--- config.mk ---
export PLATFORM = sky130hd
export DESIGN_NAME = setup_controller
export DESIGN_NICKNAME = d
export VERILOG_FILES = /design/src/rtl/lock_pkg.sv /design/src/rtl/setup_entry_buf.sv /design/src/rtl/setup_controller.sv
export SDC_FILE = /design/constraint.sdc
export NUM_CORES = 1
export LEC_CHECK = 0
export ABC_AREA = 1
export CORE_MARGIN = 5
export CORE_UTILIZATION = 53
export DETAILED_ROUTE_END_ITERATION = 6
export GPL_ROUTABILITY_DRIVEN = 1
export PLACE_DENSITY = 0.82
export RECOVER_POWER = 25
export SETUP_SLACK_MARGIN = 0.4
export SYNTH_ARGS = -nofsm -noshare
export SYNTH_HDL_FRONTEND = slang
export SYNTH_SLANG_ARGS = --single-unit
--- constraint.sdc ---
create_clock -name clk -period 12.3 [get_ports clk]
set_clock_uncertainty 0.2 [all_clocks]
set_input_delay 2.46 -clock clk [delete_from_list [all_inputs] [get_ports clk]]
set_output_delay 2.46 -clock clk [all_outputs]
set_load 0.01 [all_outputs]
--- src/rtl/lock_pkg.sv ---
// Shared types and constants for the lock controller: PIN and setup records,
// the six-digit display bundle, keypad codes and the factory setup record.
package lock_pkg;

  typedef struct packed {
    logic       status;
    logic [3:0] digit1;
    logic [3:0] digit2;
    logic [3:0] digit3;
    logic [3:0] digit4;
  } pinPac_t;

  typedef struct packed {
    logic        bip_status;
    logic [15:0] bip_time;
    logic [15:0] tranca_aut_time;
    pinPac_t     master_pin;
    pinPac_t     pin1;
    pinPac_t     pin2;
    pinPac_t     pin3;
    pinPac_t     pin4;
  } setupPac_t;

  // Six BCD display digits, index 5 is the leftmost; 4'hF shows blank.
  typedef logic [5:0][3:0] bcdPac_t;

  localparam logic [3:0] KEY_CONFIRM = 4'hF;
  localparam logic [3:0] KEY_DISABLE = 4'hE;
  localparam logic [3:0] KEY_ABORT   = 4'hA;
  localparam logic [3:0] BCD_BLANK   = 4'hF;

  localparam setupPac_t SETUP_DEFAULT = '{
    bip_status:      1'b1,
    bip_time:        16'd5000,
    tranca_aut_time: 16'd5000,
    master_pin:      '{status: 1'b0, digit1: 4'd1, digit2: 4'd2, digit3: 4'd3, digit4: 4'd4},
    pin1:            '{status: 1'b1, digit1: 4'd0, digit2: 4'd0, digit3: 4'd0, digit4: 4'd0},
    pin2:            '{status: 1'b0, digit1: 4'd0, digit2: 4'd0, digit3: 4'd0, digit4: 4'd0},
    pin3:            '{status: 1'b0, digit1: 4'd0, digit2: 4'd0, digit3: 4'd0, digit4: 4'd0},
    pin4:            '{status: 1'b0, digit1: 4'd0, digit2: 4'd0, digit3: 4'd0, digit4: 4'd0}
  };

  // Converts a whole number of seconds into clock cycles, truncated to 16 bits.
  function automatic logic [15:0] secs_to_cycles(input logic [6:0] secs, input int clk_hz);
    return 16'(int'(secs) * clk_hz);
  endfunction

endpackage

--- src/rtl/setup_entry_buf.sv ---
// Four-digit keypad entry buffer. Digits fill slot 0 first; unused slots read
// 4'hF so they display blank. Also presents the first one or two digits as a
// decimal value for the seconds-valued menu items.
module setup_entry_buf (
  input  logic            clk,
  input  logic            rst,
  input  logic            clear_i,
  input  logic            append_i,
  input  logic [3:0]      digit_i,
  input  logic [2:0]      max_cnt_i,
  output logic [3:0][3:0] digits_o,
  output logic [2:0]      count_o,
  output logic [6:0]      value_o
);

  logic [2:0] count_q;
  logic [2:0] count_d;
  logic       accept;

  // A digit is only taken while the item still has room for it.
  assign accept = append_i && (count_q < max_cnt_i);

  // Fill counter: cleared by clear_i, bumped on each accepted digit.
  always_comb begin
    count_d = count_q;
    if (clear_i) begin
      count_d = 3'd0;
    end else if (accept) begin
      count_d = count_q + 3'd1;
    end
  end

  // Counter register.
  always_ff @(posedge clk or posedge rst) begin
    if (rst) begin
      count_q <= 3'd0;
    end else begin
      count_q <= count_d;
    end
  end

  for (genvar gi = 0; gi < 4; gi++) begin : g_digit
    logic [3:0] digit_q;

    // Slot gi captures the digit that arrives while the count equals gi.
    always_ff @(posedge clk or posedge rst) begin
      if (rst) begin
        digit_q <= 4'hF;
      end else if (clear_i) begin
        digit_q <= 4'hF;
      end else if (accept && (count_q == 3'(gi))) begin
        digit_q <= digit_i;
      end
    end

    assign digits_o[gi] = digit_q;
  end

  assign count_o = count_q;

  // Decimal value of a one- or two-digit entry (items never exceed two here).
  always_comb begin
    value_o = 7'd0;
    if (count_q == 3'd1) begin
      value_o = {3'b000, digits_o[0]};
    end else if (count_q >= 3'd2) begin
      value_o = ({3'b000, digits_o[0]} * 7'd10) + {3'b000, digits_o[1]};
    end
  end

endmodule

--- src/rtl/setup_controller.sv ---
// Configuration menu sequencer. While setup_on is high it walks the installer
// through seven items (bip status, two times, four PINs), editing a working
// copy of the setup record, then hands the result back with a one-cycle
// setup_end pulse. Abort and keypad inactivity restore the incoming record.
module setup_controller
  import lock_pkg::*;
#(
  parameter int CLK_HZ     = 1000,
  parameter int TIMEOUT_S  = 30,
  parameter int TIME_MIN_S = 5,
  parameter int TIME_MAX_S = 60
) (
  input  logic       clk,
  input  logic       rst,
  input  logic       setup_on,
  input  logic       key_valid,
  input  logic [3:0] key_code,
  input  setupPac_t  data_setup_old,
  output setupPac_t  data_setup_new,
  output logic       setup_end,
  output bcdPac_t    bcd_out,
  output logic       bcd_enable
);

  localparam logic [2:0] ST_IDLE = 3'd0;
  localparam logic [2:0] ST_LOAD = 3'd1;
  localparam logic [2:0] ST_EDIT = 3'd2;
  localparam logic [2:0] ST_DONE = 3'd3;
  localparam logic [2:0] ST_WAIT = 3'd4;

  localparam int TIMEOUT_CYC = TIMEOUT_S * CLK_HZ;
  localparam int TIMER_W     = $clog2(TIMEOUT_CYC);
  localparam logic [TIMER_W-1:0] TIMER_LAST = TIMER_W'(TIMEOUT_CYC - 1);
  localparam logic [6:0] SECS_MIN = 7'(TIME_MIN_S);
  localparam logic [6:0] SECS_MAX = 7'(TIME_MAX_S);

  logic [2:0]         state_q, state_d;
  logic [2:0]         item_q, item_d;
  setupPac_t          work_q, work_d;
  setupPac_t          new_q, new_d;
  logic               end_q, end_d;
  logic [TIMER_W-1:0] timer_q, timer_d;
  logic               key_valid_q;
  logic               key_edge;

  logic               buf_clear;
  logic               buf_append;
  logic [2:0]         buf_max;
  logic [3:0][3:0]    buf_digits;
  logic [2:0]         buf_count;
  logic [6:0]         buf_value;

  logic               advance;
  logic               abort;
  logic               time_ok;
  logic [15:0]        time_cyc;
  pinPac_t            entered_pin;

  assign key_edge = key_valid && !key_valid_q;

  setup_entry_buf u_entry_buf (
    .clk       (clk),
    .rst       (rst),
    .clear_i   (buf_clear),
    .append_i  (buf_append),
    .digit_i   (key_code),
    .max_cnt_i (buf_max),
    .digits_o  (buf_digits),
    .count_o   (buf_count),
    .value_o   (buf_value)
  );

  // Digit capacity of the current item and the decoded forms of the entry.
  always_comb begin
    buf_max = 3'd4;
    if (item_q == 3'd1) begin
      buf_max = 3'd1;
    end else if (item_q <= 3'd3) begin
      buf_max = 3'd2;
    end
    time_ok     = (buf_value >= SECS_MIN) && (buf_value <= SECS_MAX);
    time_cyc    = secs_to_cycles(buf_value, CLK_HZ);
    entered_pin = '{status: 1'b1, digit1: buf_digits[0], digit2: buf_digits[1],
                    digit3: buf_digits[2], digit4: buf_digits[3]};
  end

  // Menu sequencing, key interpretation and inactivity timeout.
  always_comb begin
    state_d    = state_q;
    item_d     = item_q;
    work_d     = work_q;
    timer_d    = timer_q;
    buf_clear  = 1'b0;
    buf_append = 1'b0;
    advance    = 1'b0;
    abort      = 1'b0;
    case (state_q)
      ST_IDLE: begin
        if (setup_on) begin
          state_d = ST_LOAD;
        end
      end
      ST_LOAD: begin
        if (!setup_on) begin
          state_d = ST_IDLE;
        end else begin
          work_d    = data_setup_old;
          item_d    = 3'd1;
          timer_d   = '0;
          buf_clear = 1'b1;
          state_d   = ST_EDIT;
        end
      end
      ST_EDIT: begin
        if (!setup_on) begin
          // Cancelled by the operational FSM: leave quietly, no result.
          buf_clear = 1'b1;
          state_d   = ST_IDLE;
        end else if (key_edge) begin
          // Any key press restarts the inactivity window, even at terminal count.
          timer_d = '0;
          if (key_code <= 4'd9) begin
            buf_append = (item_q != 3'd1) || (key_code <= 4'd1);
          end else if (key_code == KEY_CONFIRM) begin
            if (buf_count == 3'd0) begin
              advance = 1'b1;
            end else if (item_q == 3'd1) begin
              work_d.bip_status = buf_digits[0][0];
              advance           = 1'b1;
            end else if (item_q <= 3'd3) begin
              if (time_ok) begin
                if (item_q == 3'd2) begin
                  work_d.bip_time = time_cyc;
                end else begin
                  work_d.tranca_aut_time = time_cyc;
                end
                advance = 1'b1;
              end else begin
                buf_clear = 1'b1;
              end
            end else if (buf_count == 3'd4) begin
              case (item_q)
                3'd4:    work_d.pin1 = entered_pin;
                3'd5:    work_d.pin2 = entered_pin;
                3'd6:    work_d.pin3 = entered_pin;
                default: work_d.pin4 = entered_pin;
              endcase
              advance = 1'b1;
            end else begin
              buf_clear = 1'b1;
            end
          end else if (key_code == KEY_DISABLE) begin
            // pin1 is the fallback user PIN and can never be switched off.
            if (item_q >= 3'd5) begin
              case (item_q)
                3'd5:    work_d.pin2.status = 1'b0;
                3'd6:    work_d.pin3.status = 1'b0;
                default: work_d.pin4.status = 1'b0;
              endcase
              advance = 1'b1;
            end
          end else if (key_code == KEY_ABORT) begin
            abort = 1'b1;
          end
        end else if (timer_q == TIMER_LAST) begin
          abort = 1'b1;
        end else begin
          timer_d = timer_q + TIMER_W'(1);
        end

        if (advance) begin
          buf_clear = 1'b1;
          if (item_q == 3'd7) begin
            state_d = ST_DONE;
          end else begin
            item_d = item_q + 3'd1;
          end
        end
        if (abort) begin
          work_d    = data_setup_old;
          buf_clear = 1'b1;
          state_d   = ST_DONE;
        end
      end
      ST_DONE: begin
        state_d = ST_WAIT;
      end
      ST_WAIT: begin
        if (!setup_on) begin
          state_d = ST_IDLE;
        end
      end
      default: begin
        state_d = ST_IDLE;
      end
    endcase
  end

  // Result publication: the record and the pulse leave DONE together.
  always_comb begin
    end_d = (state_q == ST_DONE);
    new_d = (state_q == ST_DONE) ? work_q : new_q;
  end

  // State registers.
  always_ff @(posedge clk or posedge rst) begin
    if (rst) begin
      state_q     <= ST_IDLE;
      item_q      <= 3'd0;
      work_q      <= SETUP_DEFAULT;
      new_q       <= SETUP_DEFAULT;
      end_q       <= 1'b0;
      timer_q     <= '0;
      key_valid_q <= 1'b0;
    end else begin
      state_q     <= state_d;
      item_q      <= item_d;
      work_q      <= work_d;
      new_q       <= new_d;
      end_q       <= end_d;
      timer_q     <= timer_d;
      key_valid_q <= key_valid;
    end
  end

  // Display: item number on the left, blank, then the entered digits.
  always_comb begin
    bcd_out    = {6{BCD_BLANK}};
    bcd_enable = (state_q != ST_IDLE);
    if (state_q != ST_IDLE) begin
      bcd_out[5] = {1'b0, item_q};
      bcd_out[3] = buf_digits[0];
      bcd_out[2] = buf_digits[1];
      bcd_out[1] = buf_digits[2];
      bcd_out[0] = buf_digits[3];
    end
  end

  assign data_setup_new = new_q;
  assign setup_end      = end_q;

endmodule

==> impl_metrics.env, run 1 <==
export IMPL_crit_family="buffers and inverters"
export IMPL_gp_congestion=0.916
export IMPL_path_cells="dlygate4sd3_1 > clkinvlp_2"
export IMPL_nets=2280
export IMPL_worstRegToRegCells=6
export IMPL_antenna_left=0
export IMPL_ys_seq_area_share_pct=48.6
export IMPL_netlist_area_mm2=0.0145
export IMPL_rows=60
export IMPL_initial_core_util_pct=53.8
export IMPL_path_clk_slew_ns=0.06
export IMPL_critPathBufInv=2
export IMPL_synth_edf_count=0
export IMPL_path_class="input pin to async pin"
export IMPL_routed_via_count=13000
export IMPL_netlist_area_leader_share_pct=39.5
export IMPL_cp_slowest_cell="clkinvlp_2"
export IMPL_vias_per_cell=5.34
export IMPL_die_area_mm2=0.0307
export IMPL_final_cell_mix="nand2_1 (813), clkdlybuf4s50_1 (263), dfrtp_1 (228)"
export IMPL_worst_setup_path_end_kind="async pin"
export IMPL_nFillCells=2176
export IMPL_period_needed_ns=7.51
export IMPL_async_reset_ff_share_pct=100
export IMPL_routed_wl_mm=41.8
export IMPL_violations="max-capacitance violations, max-slew violations"
export IMPL_ios=270
export IMPL_maxCapViolCount=5
export IMPL_hp_start="data_setup_new[117]$_DFFE_PP1P_"
export IMPL_fp_dieW_um=175
export IMPL_post_cts_resized=0
export IMPL_ys_flop_type="dfrtp_1"
export IMPL_cts_tree="yes"
export IMPL_dp_hpwl_mm=30.0
export IMPL_critPathRequiredTime_ns=11.55
export IMPL_ys_ff_latch=278
export IMPL_setup_viol=0
export IMPL_max_stage_delay_ns=3.63
export IMPL_min_path_cells=2
export IMPL_syn_area_per_cell_um2=7.85
export IMPL_synth_cells=1840
export IMPL_status="finished with violations"
export IMPL_rsz0062_at_grt="no"
export IMPL_startpoint="rst"
export IMPL_grtUsageTotal_pct=26.6
export IMPL_multiInputGateArea_mm2=0.00632
export IMPL_grt_pass1_vias=12700
export IMPL_max_freq_mhz=133
export IMPL_worstPathArrival_ns=6.75
export IMPL_antenna_found_initial=1
export IMPL_p_leak_nw=9.55
export IMPL_clkSinkCount=278
export IMPL_clk_path_buf_depth=3
export IMPL_first_iter_violations=1378
export IMPL_worst_path_stages=2
export IMPL_cts_hold_buffers=0
export IMPL_grt_pass1_wl_mm=66.4
export IMPL_critPathLaunchType="input pin"
export IMPL_drc_errors=0
export IMPL_finalSetupTns_ns=0
export IMPL_gr_total_overflow=0
export IMPL_clock_latency_ns=0.56
export IMPL_die_h_um=175
export IMPL_drt_pass1_iterations=6
export IMPL_final_common_cell="nand2_1"
export IMPL_io_buffer_count=265
export IMPL_hold_viol_final=0
export IMPL_wl_per_cell_um=17.1
export IMPL_regArea_mm2=0.00702
export IMPL_r2r_start="state_q[0]$_DFFE_PP0P_"
export IMPL_yosys_warnings=0
export IMPL_period_share_pct=61.0
export IMPL_ir_drop_mv=0.162
export IMPL_p_per_area_mw_per_mm2=295
export IMPL_tightest_slew_ns=6.52
export IMPL_max_slew_margin_pct=-337
export IMPL_finalPower_w=0.00538
export IMPL_post_cts_buffers=0
export IMPL_fp_coreArea_mm2=0.0269
export IMPL_grt_max_degree=151
export IMPL_cts_inserted_buffers=29
export IMPL_synth_cell_types=46
export IMPL_hp_class="flip-flop to flip-flop"
export IMPL_slew_violations=396
export IMPL_cts_htree_levels=1
export IMPL_path_max_fanout=150
export IMPL_synth_top_area_cell="dfrtp_1"
export IMPL_root_buffer="clkbuf_16"
export IMPL_ys_top_cells_by_area="dfrtp_1 (39%), nand2_1 (21%), dfstp_2 (9.1%)"
export IMPL_drive_gt1_share_pct=7.06
export IMPL_area_delta_synth_final_pct=26.1
power breakdown:
| group | internal [W] | switching [W] | leakage (nW) |
|---|---|---|---|
| Sequential | 0.00140 | 0.000251 | 3.44 |
| Combinational | 0.00114 | 0.00169 | 5.62 |
| Clock | 0.000525 | 0.000372 | 0.488 |
| Total | 0.00306 | 0.00232 | 9.55 |
state kept, by name (all words and copies together), names as in the netlist:
name / flops
data_setup_new: 118
item_q: 3
key_valid_q: 1
setup_end: 1
state_q: 3
timer_q: 15
u_entry_buf.count_o: 3
u_entry_buf.g_digit.digit_q: 16
work_q: 118
cell type report:
cell class | count | share of cell area (%)
tap | 341 | 2.34
antenna | 2 | 0.0275
clock buffer | 40 | 4.65
inverter | 207 | 4.28
clock inverter | 13 | 0.762
timing repair buffer | 271 | 14.7
multi-input combinational | 1286 | 34.7
sequential | 278 | 38.5
synth_stat cells (all sizes together) (20+ instances only):
cell type    n
nand2      820
dfrtp      228
inv        205
o21ai      156
nand3       86
ha          61
nor2        52
dfstp       50
buf         42
clkbuf      30
a21oi       21
fa          20
metal layers:
layer,share of wire (%),global-route usage [%]
met3,8.0,4.65
met2,47,43.5
met4,3.6,9.36
met1,41,35.8
met5,0,0
cells by family after synthesis:
| family | synth area share [%] |
|---|---|
| flip-flops | 48.6 |
| AO/OA/AOI/OAI | 7.24 |
| XOR/XNOR | 0.485 |
| other | 0.0260 |
| multiplexers | 0.139 |
| buffers and inverters | 7.80 |
| AND/OR/NAND/NOR | 27.7 |
| adder cells (fa/ha/maj) | 8.05 |
per-stage QoR:
step                      cells  cell area (um2)  hold slack, ns  worst slack, ns  util [%]
after floorplan            1843            14500           0.242             2.06         -
after global placement     2383            17300           0.252             6.05      64.2
after detailed placement   2383            17300           0.257             5.84      64.2
after CTS                  2436            18200           0.266             6.09      67.9
after global routing       2437            18200           0.276             3.60      67.8
final                      2438            18200           0.262             4.79      67.8
worst paths after layout:
check	to	slack [ns]
worst max-delay path	timer_q[8]$_DFFE_PP0P_	4.79
worst min-delay path	data_setup_new[117]$_DFFE_PP1P_	0.26
worst max register to register	data_setup_new[82]$_DFFE_PP0P_	5.37
worst min register to register	data_setup_new[117]$_DFFE_PP1P_	0.26
max in group clk	data_setup_new[82]$_DFFE_PP0P_	5.37
min in group asynchronous	data_setup_new[75]$_DFFE_PP0P_	4.24
No activity file was read; power rests on OpenSTA's default activity.
==> inputs of run 2 (changes only) <==
Settings changed: CORE_UTILIZATION 53 to 48, PLACE_DENSITY 0.82 to 0.78.
Clock period 12.3 ns to 6.55 ns, I/O delays scaled along.
==> impl_metrics.env, run 2 (same netlist as run 1, synthesis figures left out) <==
export IMPL_worstPathArrival_ns=5.92
export IMPL_dp_hpwl_mm=30.2
export IMPL_gp_congestion=0.911
export IMPL_hold_viol_final=0
export IMPL_path_max_fanout=7
export IMPL_p_int_w=0.00576
export IMPL_area_delta_synth_final_pct=27.2
export IMPL_worst_path_most_repeated_cell="nand2_1"
export IMPL_path_clk_slew_ns=0.06
export IMPL_setup_viol=0
export IMPL_pwr_share_clk_pct=16.7
export IMPL_p_seq_share_pct=30.6
export IMPL_slew_violations=274
export IMPL_die_h_um=184
export IMPL_routed_via_count=12700
export IMPL_maxCapViolCount=4
export IMPL_grtUsageTotal_pct=24.0
export IMPL_fp_dieW_um=184
export IMPL_swShare_pct=42.8
export IMPL_root_buffer="clkbuf_16"
export IMPL_p_leak_nw=9.59
export IMPL_critPathLaunchType="flip-flop"
export IMPL_critPathRequiredTime_ns=6.77
export IMPL_final_cells=2503
export IMPL_hp_class="flip-flop to flip-flop"
export IMPL_ios=270
export IMPL_grt_max_degree=169
export IMPL_path_class="flip-flop to flip-flop"
export IMPL_fp_coreArea_mm2=0.0297
export IMPL_finalPower_w=0.0101
export IMPL_combPwrFrac_pct=52.7
export IMPL_initial_core_util_pct=48.6
export IMPL_final_common_cell="nand2_1"
export IMPL_dp_cells=2441
export IMPL_final_cell_mix="nand2_1 (813), clkdlybuf4s50_1 (262), dfrtp_1 (228)"
export IMPL_max_slew_margin_pct=-217
export IMPL_worst_setup_path_end_kind="flip-flop"
export IMPL_post_cts_buffers=0
export IMPL_io_buffer_count=265
export IMPL_gr_total_overflow=0
export IMPL_antenna_left=0
export IMPL_drc_errors=0
export IMPL_finalSetupTns_ns=0
export IMPL_violations="max-capacitance violations, max-slew violations"
export IMPL_period_needed_ns=5.71
export IMPL_first_iter_violations=885
export IMPL_period_share_pct=87.2
export IMPL_vias_per_cell=5.06
export IMPL_wl_per_cell_um=16.6
export IMPL_antenna_found_initial=6
export IMPL_rows=63
export IMPL_cts_htree_levels=1
export IMPL_cts_hold_buffers=0
export IMPL_ir_drop_mv=0.299
export IMPL_drt_pass1_iterations=5
export IMPL_max_freq_mhz=175
export IMPL_die_area_mm2=0.0337
export IMPL_nets=2290
export IMPL_post_cts_resized=0
export IMPL_switching_power_w=0.00431
export IMPL_cts_tree="yes"
export IMPL_status="finished with violations"
export IMPL_cp_slowest_cell="dfstp_2"
export IMPL_clock_latency_ns=0.56
export IMPL_clk_path_buf_depth=3
export IMPL_max_stage_delay_ns=0.58
export IMPL_grt_pass1_vias=12300
export IMPL_cts_inserted_buffers=30
export IMPL_routed_wl_mm=41.6
export IMPL_p_per_area_mw_per_mm2=548
export IMPL_drive_gt1_share_pct=7.26
export IMPL_rsz0062_at_grt="no"
export IMPL_tightest_slew_ns=4.76
export IMPL_clkSinkCount=278
export IMPL_grt_pass1_wl_mm=65.3
export IMPL_nFillCells=2571
==> run 2: routing by layer <==
metal	up-vias	GRT usage (%)	routed length (um)
li1	6191	-	-
met1	6017	32.6	17500
met2	362	39.7	20000
met3	89	3.11	2380
met4	0	8.52	1620
met5	-	0	0
==> run 2: final cells by class <==
type / count / area (um2) / area share [%]
Multi-Input combinational cell: 1286 / 6330 / 34.4
Tap cell: 390 / 488 / 2.65
Clock buffer: 48 / 858 / 4.67
Timing Repair Buffer: 280 / 2770 / 15.1
Clock inverter: 8 / 121 / 0.660
Sequential cell: 278 / 7020 / 38.2
Antenna cell: 6 / 15.0 / 0.0817
Inverter: 207 / 779 / 4.24
==> run 2: worst max-delay path, delay by kind of cell, from the launching register on <==
kind / cells / cell delay (ns)
AOI/OAI and AO/OA: 4 / 0.54
buffers and inverters: 4 / 0.37
and+or+nand+nor: 9 / 0.80
adders and majority gates: 8 / 3.08
DFF: 1 / 0.58
==> run 2: stage by stage <==
step                cell area (um2)  hold WS, ns  setup WS, ns  utilization, %
floorplan                     14500        0.242          1.03               -
global placement              17400        0.251         0.671            58.5
detailed placement            17400        0.256         0.548            58.5
CTS                           18400        0.260         0.498            61.8
global route                  18400        0.267         0.423            61.9
finish                        18400        0.263         0.841            61.9
==> run 2: final timing paths <==
kind	from	to	slack, ns	cells after the start
hold reg to reg	work_q[89]$_DFFE_PP0P_	data_setup_new[89]$_DFFE_PP0P_	0.26	2
setup / recovery	u_entry_buf.g_digit[0].digit_q[1]$_DFFE_PP1P_	work_q[100]$_DFFE_PP0P_	0.84	25
hold / removal	work_q[89]$_DFFE_PP0P_	data_setup_new[89]$_DFFE_PP0P_	0.26	2
setup reg to reg	u_entry_buf.g_digit[0].digit_q[1]$_DFFE_PP1P_	work_q[100]$_DFFE_PP0P_	0.84	25
min in group asynchronous	rst	work_q[79]$_DFFE_PP0P_	1.31	2
max in group asynchronous	rst	data_setup_new[74]$_DFFE_PP0P_	2.75	3
==> run 2: power groups by stage <==
stage | Sequential, W | Combinational (W) | Clock (W)
detailed placement | 0.00310 | 0.00528 | 0
global route | 0.00318 | 0.00600 | 0.00179
floorplan | 0.00316 | 0.00317 | 0
global placement | 0.00306 | 0.00519 | 0
finish | 0.00308 | 0.00531 | 0.00168
CTS | 0.00308 | 0.00533 | 0.00171
==> inputs of run 3 (changes only) <==
Settings changed: CTS_CLUSTER_SIZE set to 20.
==> impl_metrics.env, run 3 (same netlist as run 1, synthesis figures left out) <==
export IMPL_finalPower_w=0.0101
export IMPL_gr_total_overflow=0
export IMPL_critPathRequiredTime_ns=6.76
export IMPL_initial_core_util_pct=48.6
export IMPL_fp_coreArea_mm2=0.0297
export IMPL_hold_viol_final=0
export IMPL_p_per_area_mw_per_mm2=549
export IMPL_routed_via_count=12700
export IMPL_setup_viol=0
export IMPL_grtUsageTotal_pct=23.9
export IMPL_path_clk_slew_ns=0.07
export IMPL_grt_pass1_vias=12300
export IMPL_clk_path_buf_depth=3
export IMPL_period_needed_ns=5.73
export IMPL_dp_cells=2441
export IMPL_path_max_fanout=7
export IMPL_final_cell_mix="nand2_1 (813), clkdlybuf4s50_1 (262), dfrtp_1 (228)"
export IMPL_maxCapViolCount=4
export IMPL_drt_pass1_iterations=7
export IMPL_antenna_left=0
export IMPL_final_common_cell="nand2_1"
export IMPL_rows=63
export IMPL_path_class="flip-flop to flip-flop"
export IMPL_antenna_found_initial=6
export IMPL_die_area_mm2=0.0337
export IMPL_violations="max-capacitance violations, max-slew violations"
export IMPL_routed_wl_mm=41.5
export IMPL_cts_inserted_buffers=30
export IMPL_die_h_um=184
export IMPL_grt_pass1_wl_mm=65.1
export IMPL_min_path_cells=2
export IMPL_period_share_pct=87.5
export IMPL_critPathLaunchType="flip-flop"
export IMPL_grt_max_degree=169
export IMPL_wl_per_cell_um=16.6
export IMPL_p_leak_nw=9.59
export IMPL_clkSinkCount=278
export IMPL_worst_setup_path_end_kind="flip-flop"
export IMPL_max_freq_mhz=174
export IMPL_setup_slack_ns=0.818
export IMPL_root_buffer="clkbuf_16"
export IMPL_finalSetupTns_ns=0
export IMPL_max_slew_margin_pct=-215
export IMPL_cts_tree="yes"
export IMPL_worstRegToRegCells=25
export IMPL_status="finished with violations"
export IMPL_clock_latency_ns=0.56
export IMPL_first_iter_violations=856
export IMPL_dp_hpwl_mm=30.2
export IMPL_slew_violations=274
export IMPL_cts_htree_levels=1
export IMPL_drc_errors=0
export IMPL_io_buffer_count=265
export IMPL_nets=2290
export IMPL_ios=270
export IMPL_tightest_slew_ns=4.72
export IMPL_drive_gt1_share_pct=7.31
export IMPL_vias_per_cell=5.08
export IMPL_fp_dieW_um=184
export IMPL_rsz0062_at_grt="no"
export IMPL_gp_congestion=0.911
export IMPL_worstPathArrival_ns=5.94
export IMPL_final_cells=2503
export IMPL_area_delta_synth_final_pct=27.3
export IMPL_ir_drop_mv=0.336
export IMPL_dp_slack_ns=0.548
export IMPL_hp_class="flip-flop to flip-flop"
## run 3: cell types whose count changed in the layout (fill, tap and decap cells not counted), sizes merged
| cell | previous run | this run |
|---|---|---|
| clkinvlp | 2 | 3 |
| bufinv | 2 | 3 |
| inv | 204 | 203 |
| clkinv | 7 | 8 |
| clkbuf | 51 | 49 |
## run 3: metal layers
metal,up-vias,routed length (um),GRT usage (%)
met5,-,0,0
met1,6027,17700,32.5
met2,405,19900,39.6
met3,84,2350,3.26
met4,0,1620,8.25
li1,6196,-,-
## run 3: critical path, cell delays in order, from the launching register on
cell and delay, ns:
dfstp_2 0.58, ha_1 0.24, ha_1 0.21, fa_1 0.47, nand2_1 0.12, inv_1 0.07, nand2_1 0.07, nand2_1 0.08
nor2_4 0.20, inv_2 0.14, fa_1 0.53, inv_1 0.06, fa_1 0.49, fa_1 0.49, ha_1 0.31, ha_1 0.34
inv_1 0.10, o21ai_0 0.12, a21oi_1 0.18, nand3_1 0.10, nand2_1 0.06, nand2_1 0.06, nand2_1 0.07, nand2_1 0.05
a21boi_0 0.15, o21ai_1 0.09
## run 3: path summary, 6_finish.rpt
check                                                         startpoint                              to  slack (ns)
max reg2reg                u_entry_buf.g_digit[0].digit_q[1]$_DFFE_PP1P_         work_q[100]$_DFFE_PP0P_        0.82
min                                               work_q[89]$_DFFE_PP0P_  data_setup_new[89]$_DFFE_PP0P_        0.26
max                        u_entry_buf.g_digit[0].digit_q[1]$_DFFE_PP1P_         work_q[100]$_DFFE_PP0P_        0.82
min reg2reg                                       work_q[89]$_DFFE_PP0P_  data_setup_new[89]$_DFFE_PP0P_        0.26
max in group asynchronous                                            rst  data_setup_new[74]$_DFFE_PP0P_        2.74
min in group asynchronous                                            rst          work_q[79]$_DFFE_PP0P_        1.31
## run 3: per-stage QoR
step / util, % / area [um2] / hold slack (ns)
4_1_cts: 61.9 / 18400 / 0.262
6_report: 61.9 / 18400 / 0.263
5_1_grt: 61.9 / 18400 / 0.266
3_3_place_gp: 58.5 / 17400 / 0.251
3_5_place_dp: 58.5 / 17400 / 0.256
2_1_floorplan: - / 14500 / 0.242
## run 3: report_power, final
part	switching, W	internal [W]
combinational	0.00315	0.00216
clock	0.000700	0.00100
sequential	0.000465	0.00262
total	0.00431	0.00578
## run 3: cell type report
| type | count | area [um2] |
|---|---|---|
| fill | 2584 | 11300 |
| sequential | 278 | 7020 |
| multi-input combinational | 1286 | 6330 |
| timing repair buffer | 280 | 2770 |
| clock buffer | 46 | 841 |
| inverter | 207 | 779 |
| tap | 390 | 488 |
| clock inverter | 10 | 153 |
| antenna | 6 | 15.0 |
## run 3: repair_timing
item / 4_1_cts / 5_1_grt
endpoints found under the setup margin: 0 / 10
resized for setup: 0 / 4
buffers inserted: 0 / 0
hold buffers: 0 / 0
